$ cat config.mk
export PLATFORM = sky130hd
export DESIGN_NAME = predicted_digit_argmax_flat
export DESIGN_NICKNAME = d
export VERILOG_FILES = /design/src/rtl/predicted_digit_argmax_if.sv /design/src/rtl/predicted_digit_argmax.sv /design/src/flat_wrapper.sv
export SDC_FILE = /design/constraint.sdc
export NUM_CORES = 1
export LEC_CHECK = 0
export ABC_CLOCK_PERIOD_IN_PS = 7800
export BUFFER_PORTS_ARGS = -buffer_cell sky130_fd_sc_hd__buf_4
export CORE_MARGIN = 3
export CORE_UTILIZATION = 57
export CTS_CLUSTER_SIZE = 20
export DETAILED_ROUTE_END_ITERATION = 7
export GPL_TIMING_DRIVEN = 0
export PLACE_DENSITY_LB_ADDON = 0.12
export SLEW_MARGIN = 15
export SYNTH_ARGS = -nofsm -noshare
export SYNTH_HDL_FRONTEND = slang
export SYNTH_SLANG_ARGS = --single-unit
$ cat constraint.sdc
create_clock -name clk -period 7.8 [get_ports clk]
set_input_delay 0.78 -clock clk [delete_from_list [all_inputs] [get_ports clk]]
set_output_delay 0.78 -clock clk [all_outputs]
set_load 0.03 [all_outputs]
$ cat src/rtl/predicted_digit_argmax_if.sv
// rtl/predicted_digit_argmax_if.sv - start/abort/activation inputs and result outputs of the argmax scanner
interface predicted_digit_argmax_if #(
    parameter int NEURON_NUMBER = 10,
    parameter int RESOLUTION    = 8
) ();
    localparam int IDX_W = (NEURON_NUMBER > 2) ? $clog2(NEURON_NUMBER) : 1;

    logic                                digit_en;
    logic                                abort;
    logic [RESOLUTION*NEURON_NUMBER-1:0] output_activations;
    logic                                busy;
    logic                                done;
    logic [IDX_W-1:0]                    predicted_digit;
    logic [RESOLUTION-1:0]               max_value;
    logic [RESOLUTION:0]                 margin;
    logic                                low_conf;

    modport master (
        output digit_en, abort, output_activations,
        input  busy, done, predicted_digit, max_value, margin, low_conf
    );

    modport slave (
        input  digit_en, abort, output_activations,
        output busy, done, predicted_digit, max_value, margin, low_conf
    );
endinterface

$ cat src/rtl/predicted_digit_argmax.sv
// rtl/predicted_digit_argmax.sv - sequential argmax over a snapshotted activation vector with runner-up margin
module predicted_digit_argmax #(
    parameter int          NEURON_NUMBER    = 10,
    parameter int          RESOLUTION       = 8,
    parameter int          SIGNED_MODE      = 0,
    parameter int unsigned MARGIN_THRESHOLD = 4
) (
    input  logic                    clk,
    input  logic                    reset,
    predicted_digit_argmax_if.slave bus
);
    localparam int IDX_W = (NEURON_NUMBER > 2) ? $clog2(NEURON_NUMBER) : 1;
    localparam int VEC_W = RESOLUTION * NEURON_NUMBER;
    localparam logic [IDX_W-1:0] LAST_IDX = IDX_W'(NEURON_NUMBER - 1);
    localparam logic [RESOLUTION-1:0] MIN_VAL =
        (SIGNED_MODE != 0) ? {1'b1, {(RESOLUTION-1){1'b0}}} : '0;

    typedef enum logic [1:0] {IDLE, SCAN, DONE} state_t;
    state_t state, state_next;

    logic [VEC_W-1:0]      snapshot;
    logic [RESOLUTION-1:0] best, second, elem, best_next, second_next;
    logic [IDX_W-1:0]      best_idx, best_idx_next, cnt;
    logic [RESOLUTION:0]   margin_next;
    logic                  low_conf_next;
    logic                  load, step, finish;

    logic [IDX_W-1:0]      res_digit;
    logic [RESOLUTION-1:0] res_max;
    logic [RESOLUTION:0]   res_margin;
    logic                  res_low_conf;

    // Flipping the MSB maps two's complement order onto unsigned order; MIN_VAL is zero when unsigned.
    function automatic logic [RESOLUTION-1:0] order_key(input logic [RESOLUTION-1:0] v);
        return v ^ MIN_VAL;
    endfunction

    function automatic logic [RESOLUTION:0] widen(input logic [RESOLUTION-1:0] v);
        return {(SIGNED_MODE != 0) && v[RESOLUTION-1], v};
    endfunction

    assign elem = snapshot[32'(cnt) * RESOLUTION +: RESOLUTION];

    always_comb begin
        best_next     = best;
        second_next   = second;
        best_idx_next = best_idx;
        if (order_key(elem) >= order_key(best)) begin
            second_next   = best;
            best_next     = elem;
            best_idx_next = cnt;
        end else if (order_key(elem) > order_key(second)) begin
            second_next = elem;
        end
        margin_next   = widen(best_next) - widen(second_next);
        low_conf_next = 64'(margin_next) < 64'(MARGIN_THRESHOLD);
    end

    always_ff @(posedge clk or posedge reset) begin
        if (reset) state <= IDLE;
        else       state <= state_next;
    end

    always_comb begin
        state_next = state;
        case (state)
            IDLE:    state_next = bus.digit_en ? SCAN : IDLE;
            SCAN:    if (bus.abort)            state_next = IDLE;
                     else if (cnt == LAST_IDX) state_next = DONE;
            DONE:    state_next = bus.digit_en ? SCAN : IDLE;
            default: state_next = IDLE;
        endcase
    end

    always_comb begin
        bus.busy = (state == SCAN);
        bus.done = (state == DONE);
        load     = bus.digit_en && (state != SCAN);
        step     = (state == SCAN) && !bus.abort;
        finish   = step && (cnt == LAST_IDX);
    end

    always_ff @(posedge clk or posedge reset) begin
        if (reset) begin
            snapshot     <= '0;
            best         <= '0;
            second       <= '0;
            best_idx     <= '0;
            cnt          <= '0;
            res_digit    <= '0;
            res_max      <= '0;
            res_margin   <= '0;
            res_low_conf <= 1'b1;
        end else if (load) begin
            snapshot <= bus.output_activations;
            best     <= bus.output_activations[RESOLUTION-1:0];
            best_idx <= '0;
            second   <= MIN_VAL;
            cnt      <= IDX_W'(1);
        end else if (step) begin
            best     <= best_next;
            second   <= second_next;
            best_idx <= best_idx_next;
            cnt      <= cnt + IDX_W'(1);
            if (finish) begin
                res_digit    <= best_idx_next;
                res_max      <= best_next;
                res_margin   <= margin_next;
                res_low_conf <= low_conf_next;
            end
        end
    end

    assign bus.predicted_digit = res_digit;
    assign bus.max_value       = res_max;
    assign bus.margin          = res_margin;
    assign bus.low_conf        = res_low_conf;
endmodule

$ cat src/flat_wrapper.sv
// flat-port wrapper written by rule: the top's interface ports become plain ports
module predicted_digit_argmax_flat 
#(
    parameter int          NEURON_NUMBER    = 10,
    parameter int          RESOLUTION       = 8,
    parameter int          SIGNED_MODE      = 0,
    parameter int unsigned MARGIN_THRESHOLD = 4
)
  (clk, reset, bus_digit_en, bus_abort, bus_output_activations, bus_busy, bus_done, bus_predicted_digit, bus_max_value, bus_margin, bus_low_conf);
  predicted_digit_argmax_if #(.NEURON_NUMBER(NEURON_NUMBER), .RESOLUTION(RESOLUTION)) bus_i ();
  input  logic clk;
  input  logic reset;
  input wire logic [$bits(bus_i.digit_en)-1:0] bus_digit_en;
  input wire logic [$bits(bus_i.abort)-1:0] bus_abort;
  input wire logic [$bits(bus_i.output_activations)-1:0] bus_output_activations;
  output wire logic [$bits(bus_i.busy)-1:0] bus_busy;
  output wire logic [$bits(bus_i.done)-1:0] bus_done;
  output wire logic [$bits(bus_i.predicted_digit)-1:0] bus_predicted_digit;
  output wire logic [$bits(bus_i.max_value)-1:0] bus_max_value;
  output wire logic [$bits(bus_i.margin)-1:0] bus_margin;
  output wire logic [$bits(bus_i.low_conf)-1:0] bus_low_conf;
  assign bus_i.digit_en = bus_digit_en;
  assign bus_i.abort = bus_abort;
  assign bus_i.output_activations = bus_output_activations;
  assign bus_busy = bus_i.busy;
  assign bus_done = bus_i.done;
  assign bus_predicted_digit = bus_i.predicted_digit;
  assign bus_max_value = bus_i.max_value;
  assign bus_margin = bus_i.margin;
  assign bus_low_conf = bus_i.low_conf;
  predicted_digit_argmax #(.NEURON_NUMBER(NEURON_NUMBER), .RESOLUTION(RESOLUTION), .SIGNED_MODE(SIGNED_MODE), .MARGIN_THRESHOLD(MARGIN_THRESHOLD)) u_core (.clk(clk), .reset(reset), .bus(bus_i));
endmodule
==> out/metrics.csv <==
stage,metric,value,unit
run_status,status,"complete, no violations",
cts,CTS tree,done,
cts,htree depth,4,
cts,CTS Buffer Depth,2,
worst_setup_path,Worst setup SP type,flop,
timing,min cycle time layout,7.17,ns
synthesis,syn avg cell area,8.99,um^2
route,WL/cell,18.7,um
placed_design,dpl hpwl,14300,um
route,Iter 0 DRT Violations,512,
cts,Hold Buf Count CTS,0,
synthesis,share of flip-flops with an asynchronous set or reset,100,%
cts,clock-pin slew on the worst setup and hold paths,0.06,ns
run,maxcap violations,0,
timing,fin. max-slew vios,0,
synthesis,top-area cell type share of the netlist area,47.0,%
global_route,pin count of the biggest net entering global routing,69,
synthesis,Syn. warnings,0,
worst_setup_path,"Largest stage delay, worst path",0.64,ns
timing,Layout Skew,0.00696,ns
cts,CTS resizes,0,
timing,Max Clock Freq,0.139,GHz
cells_and_area,n_diodes,0,
worst_setup_path,critical path class,reg -> reg,
synthesis,Cell variety after synth,67,
cts,Post-CTS Setup Inserts,0,
global_route,first-pass GRT wire length,31100,um
cells_and_area,FF+latch area,0.00320,mm^2
timing,final cycle utilization of the critical path,92.0,%
worst_setup_path,crit path launch,u_core.cnt[0],
cells_and_area,Area Overhead vs Synth,23.6,%
worst_setup_path,crit path DAT,7.48,ns
worst_setup_path,CP dominant cell by count,a21oi_1,
die,Initial Utilization,58.7,%
timing,Rel. slew slack,40.3,%
route,"antenna viol nets, final",0,
die,row count,39,
route,WL final,19300,um
synthesis,top post-synthesis cells by area,"dfrtp_1 47%, nand2_1 16%, ha_1 4.3%, mux2i_1 3.7%, mux4_2 3.7%",
timing,Final Hold Viols,0,
cts,Root Driver,clkbuf_16,
timing,RSZ-0062 raised after global routing,false,
route,Via density,5.71,
synthesis,"top cells by count, synth","292 x nand2_1, 127 x dfrtp_1, 43 x nor2_1",
worst_setup_path,Worst Setup End Kind,flop,
die,Die H,115,um
cts,Num Clock Sinks,128,
global_route,GRT overflow,0,
cells_and_area,# fillers,873,
cts,insertion delay to the later sink of the worst-skew pair,0.42,ns
route,DRT Pass-1 Iters,5,
die,core region area,0.0115,mm^2
die,die area,0.0132,mm^2
die,io pins,108,
cells_and_area,multi-input combinational cell area,0.00329,mm^2
cells_and_area,nets,987,
worst_setup_path,worst reg2reg startpoint,u_core.cnt[0],
synthesis,"EDFF count, synth",0,
synthesis,"Cell Area, Synth",0.00676,mm^2
cells_and_area,share of cells above drive strength 1,20.1,%
die,Die W,115,um
global_route,initial antenna violation count,0,
timing,setup TNS,0,ns
synthesis,"Top FF cell, synth",dfrtp_1,
synthesis,post-synth top area cell,dfrtp_1,
synthesis,Synth Instances,752,
min_path,worst hold-check path type,in -> async,
route,via count,5907,
synthesis,Post-Synthesis Net Count,860,
global_route,vias in the first global route,6114,
worst_setup_path,"Req. time, crit path",8.10,ns
route,drt drc,0,
placed_design,port bufs,107,
timing,Worst Max-Slew Pin Slew,0.873,ns
synthesis,"Seq/Total Area, Yosys",47.4,%
global_route,Tot GR Track Use,30.8,%
cts,total CTS buffers,17,
synthesis,"count leader, synth",nand2_1,
worst_setup_path,crit path max-delay cell type,a31oi_1,
placed_design,Placer Congestion,0.896,
worst_setup_path,"Max FO, Critical Path",10,
synthesis,Synth Register Bits,128,
timing,final setup fails,0,
[layout make-up]
cell class | count | share of cell area, %
plain buffers | 39 | 1.99
clock buffers | 20 | 5.34
clock inverters | 12 | 1.62
inverters | 28 | 1.32
multi-input cells | 557 | 39.3
flip-flops and latches | 128 | 38.3
well taps | 143 | 2.14
repair buffers | 108 | 9.94
[final timing paths]
kind	endpoint	slack, ns	cells after the start
min in group clk	u_core.snapshot[51]	0.47	2
max in group asynchronous	u_core.snapshot[51]	6.64	3
max reg2reg	u_core.bus.margin[7]	0.63	25
max	u_core.bus.margin[7]	0.63	25
min	u_core.second[1]	0.42	2
min reg2reg	u_core.snapshot[51]	0.47	2
[layout by cell type (no fill, tap or decap), types with 4 or more instances in the layout]
cell type / synthesis / routed
a211oi_1: 6 / 6
a21o_1: 4 / 4
a21oi_1: 28 / 28
a221o_1: 5 / 5
a22o_1: 5 / 5
a31oi_1: 6 / 6
buf_2: 4 / 4
buf_4: 0 / 107
clkbuf_1: 31 / 33
clkbuf_16: 0 / 17
clkinvlp_4: 0 / 4
dfrtp_1: 127 / 127
ha_1: 23 / 23
inv_1: 25 / 24
mux2i_1: 25 / 25
mux4_2: 11 / 11
nand2_1: 292 / 292
nand2b_1: 6 / 6
nand3_1: 4 / 4
nor2_1: 43 / 43
o211ai_1: 4 / 4
o21ai_0: 13 / 13
o221ai_1: 7 / 7
o22ai_1: 9 / 9
xnor2_1: 7 / 7
xor2_1: 4 / 4
[per-layer routing]
metal,share of wire (%),track usage [%],up-vias
met5,0,0,-
met1,41,38.5,2872
met3,5.6,6.32,41
met2,50,51.9,201
li1,-,-,2793
met4,3.4,13.8,0
[flip-flops by register name (all words and copies together), names as in the netlist]
signal / count
u_core.snapshot: 80
u_core.bus.max_value: 8
u_core.bus.predicted_digit: 4
u_core.bus.low_conf: 1
u_core.best_idx: 4
u_core.state: 2
u_core.second: 8
u_core.cnt: 4
u_core.best: 8
u_core.bus.margin: 9
[critical path, delay by kind of cell, from the launching register on]
kind            cells  cell delay [ns]
fa+ha+maj           3             0.97
xor+xnor            1             0.14
buf+inv             5             1.71
mux                 2             0.54
simple gates        4             0.58
flops               1             0.39
compound gates     10             2.71
[cells by family (layout without fill, tap and decap cells)]
| family | after synthesis | count (layout) | share of synthesized area, % |
|---|---|---|---|
| DFF | 128 | 128 | 47.4 |
| buffers and inverters | 67 | 207 | 4.02 |
| and+or+nand+nor | 364 | 364 | 21.4 |
| AOI/OAI and AO/OA | 119 | 119 | 13.4 |
| xor gates and xnor gates | 11 | 11 | 1.42 |
| adders and majority gates | 25 | 25 | 4.72 |
| muxes | 38 | 38 | 7.70 |
[per-stage QoR]
stage	setup WS [ns]	instances	util (%)	cell area [um^2]	hold WS, ns
floorplan	2.39	752	-	6760	0.440
finish	0.625	1035	72.6	8360	0.419
CTS	0.713	1035	72.6	8360	0.454
detailed placement	0.721	1003	67.5	7780	0.459
global route	0.0423	1035	72.6	8360	0.461
global placement	0.764	1002	67.2	7740	0.454
Power is left out: the tool's default activity adds up to more than one toggle a clock period on the data nets, which glitch-free logic cannot reach.
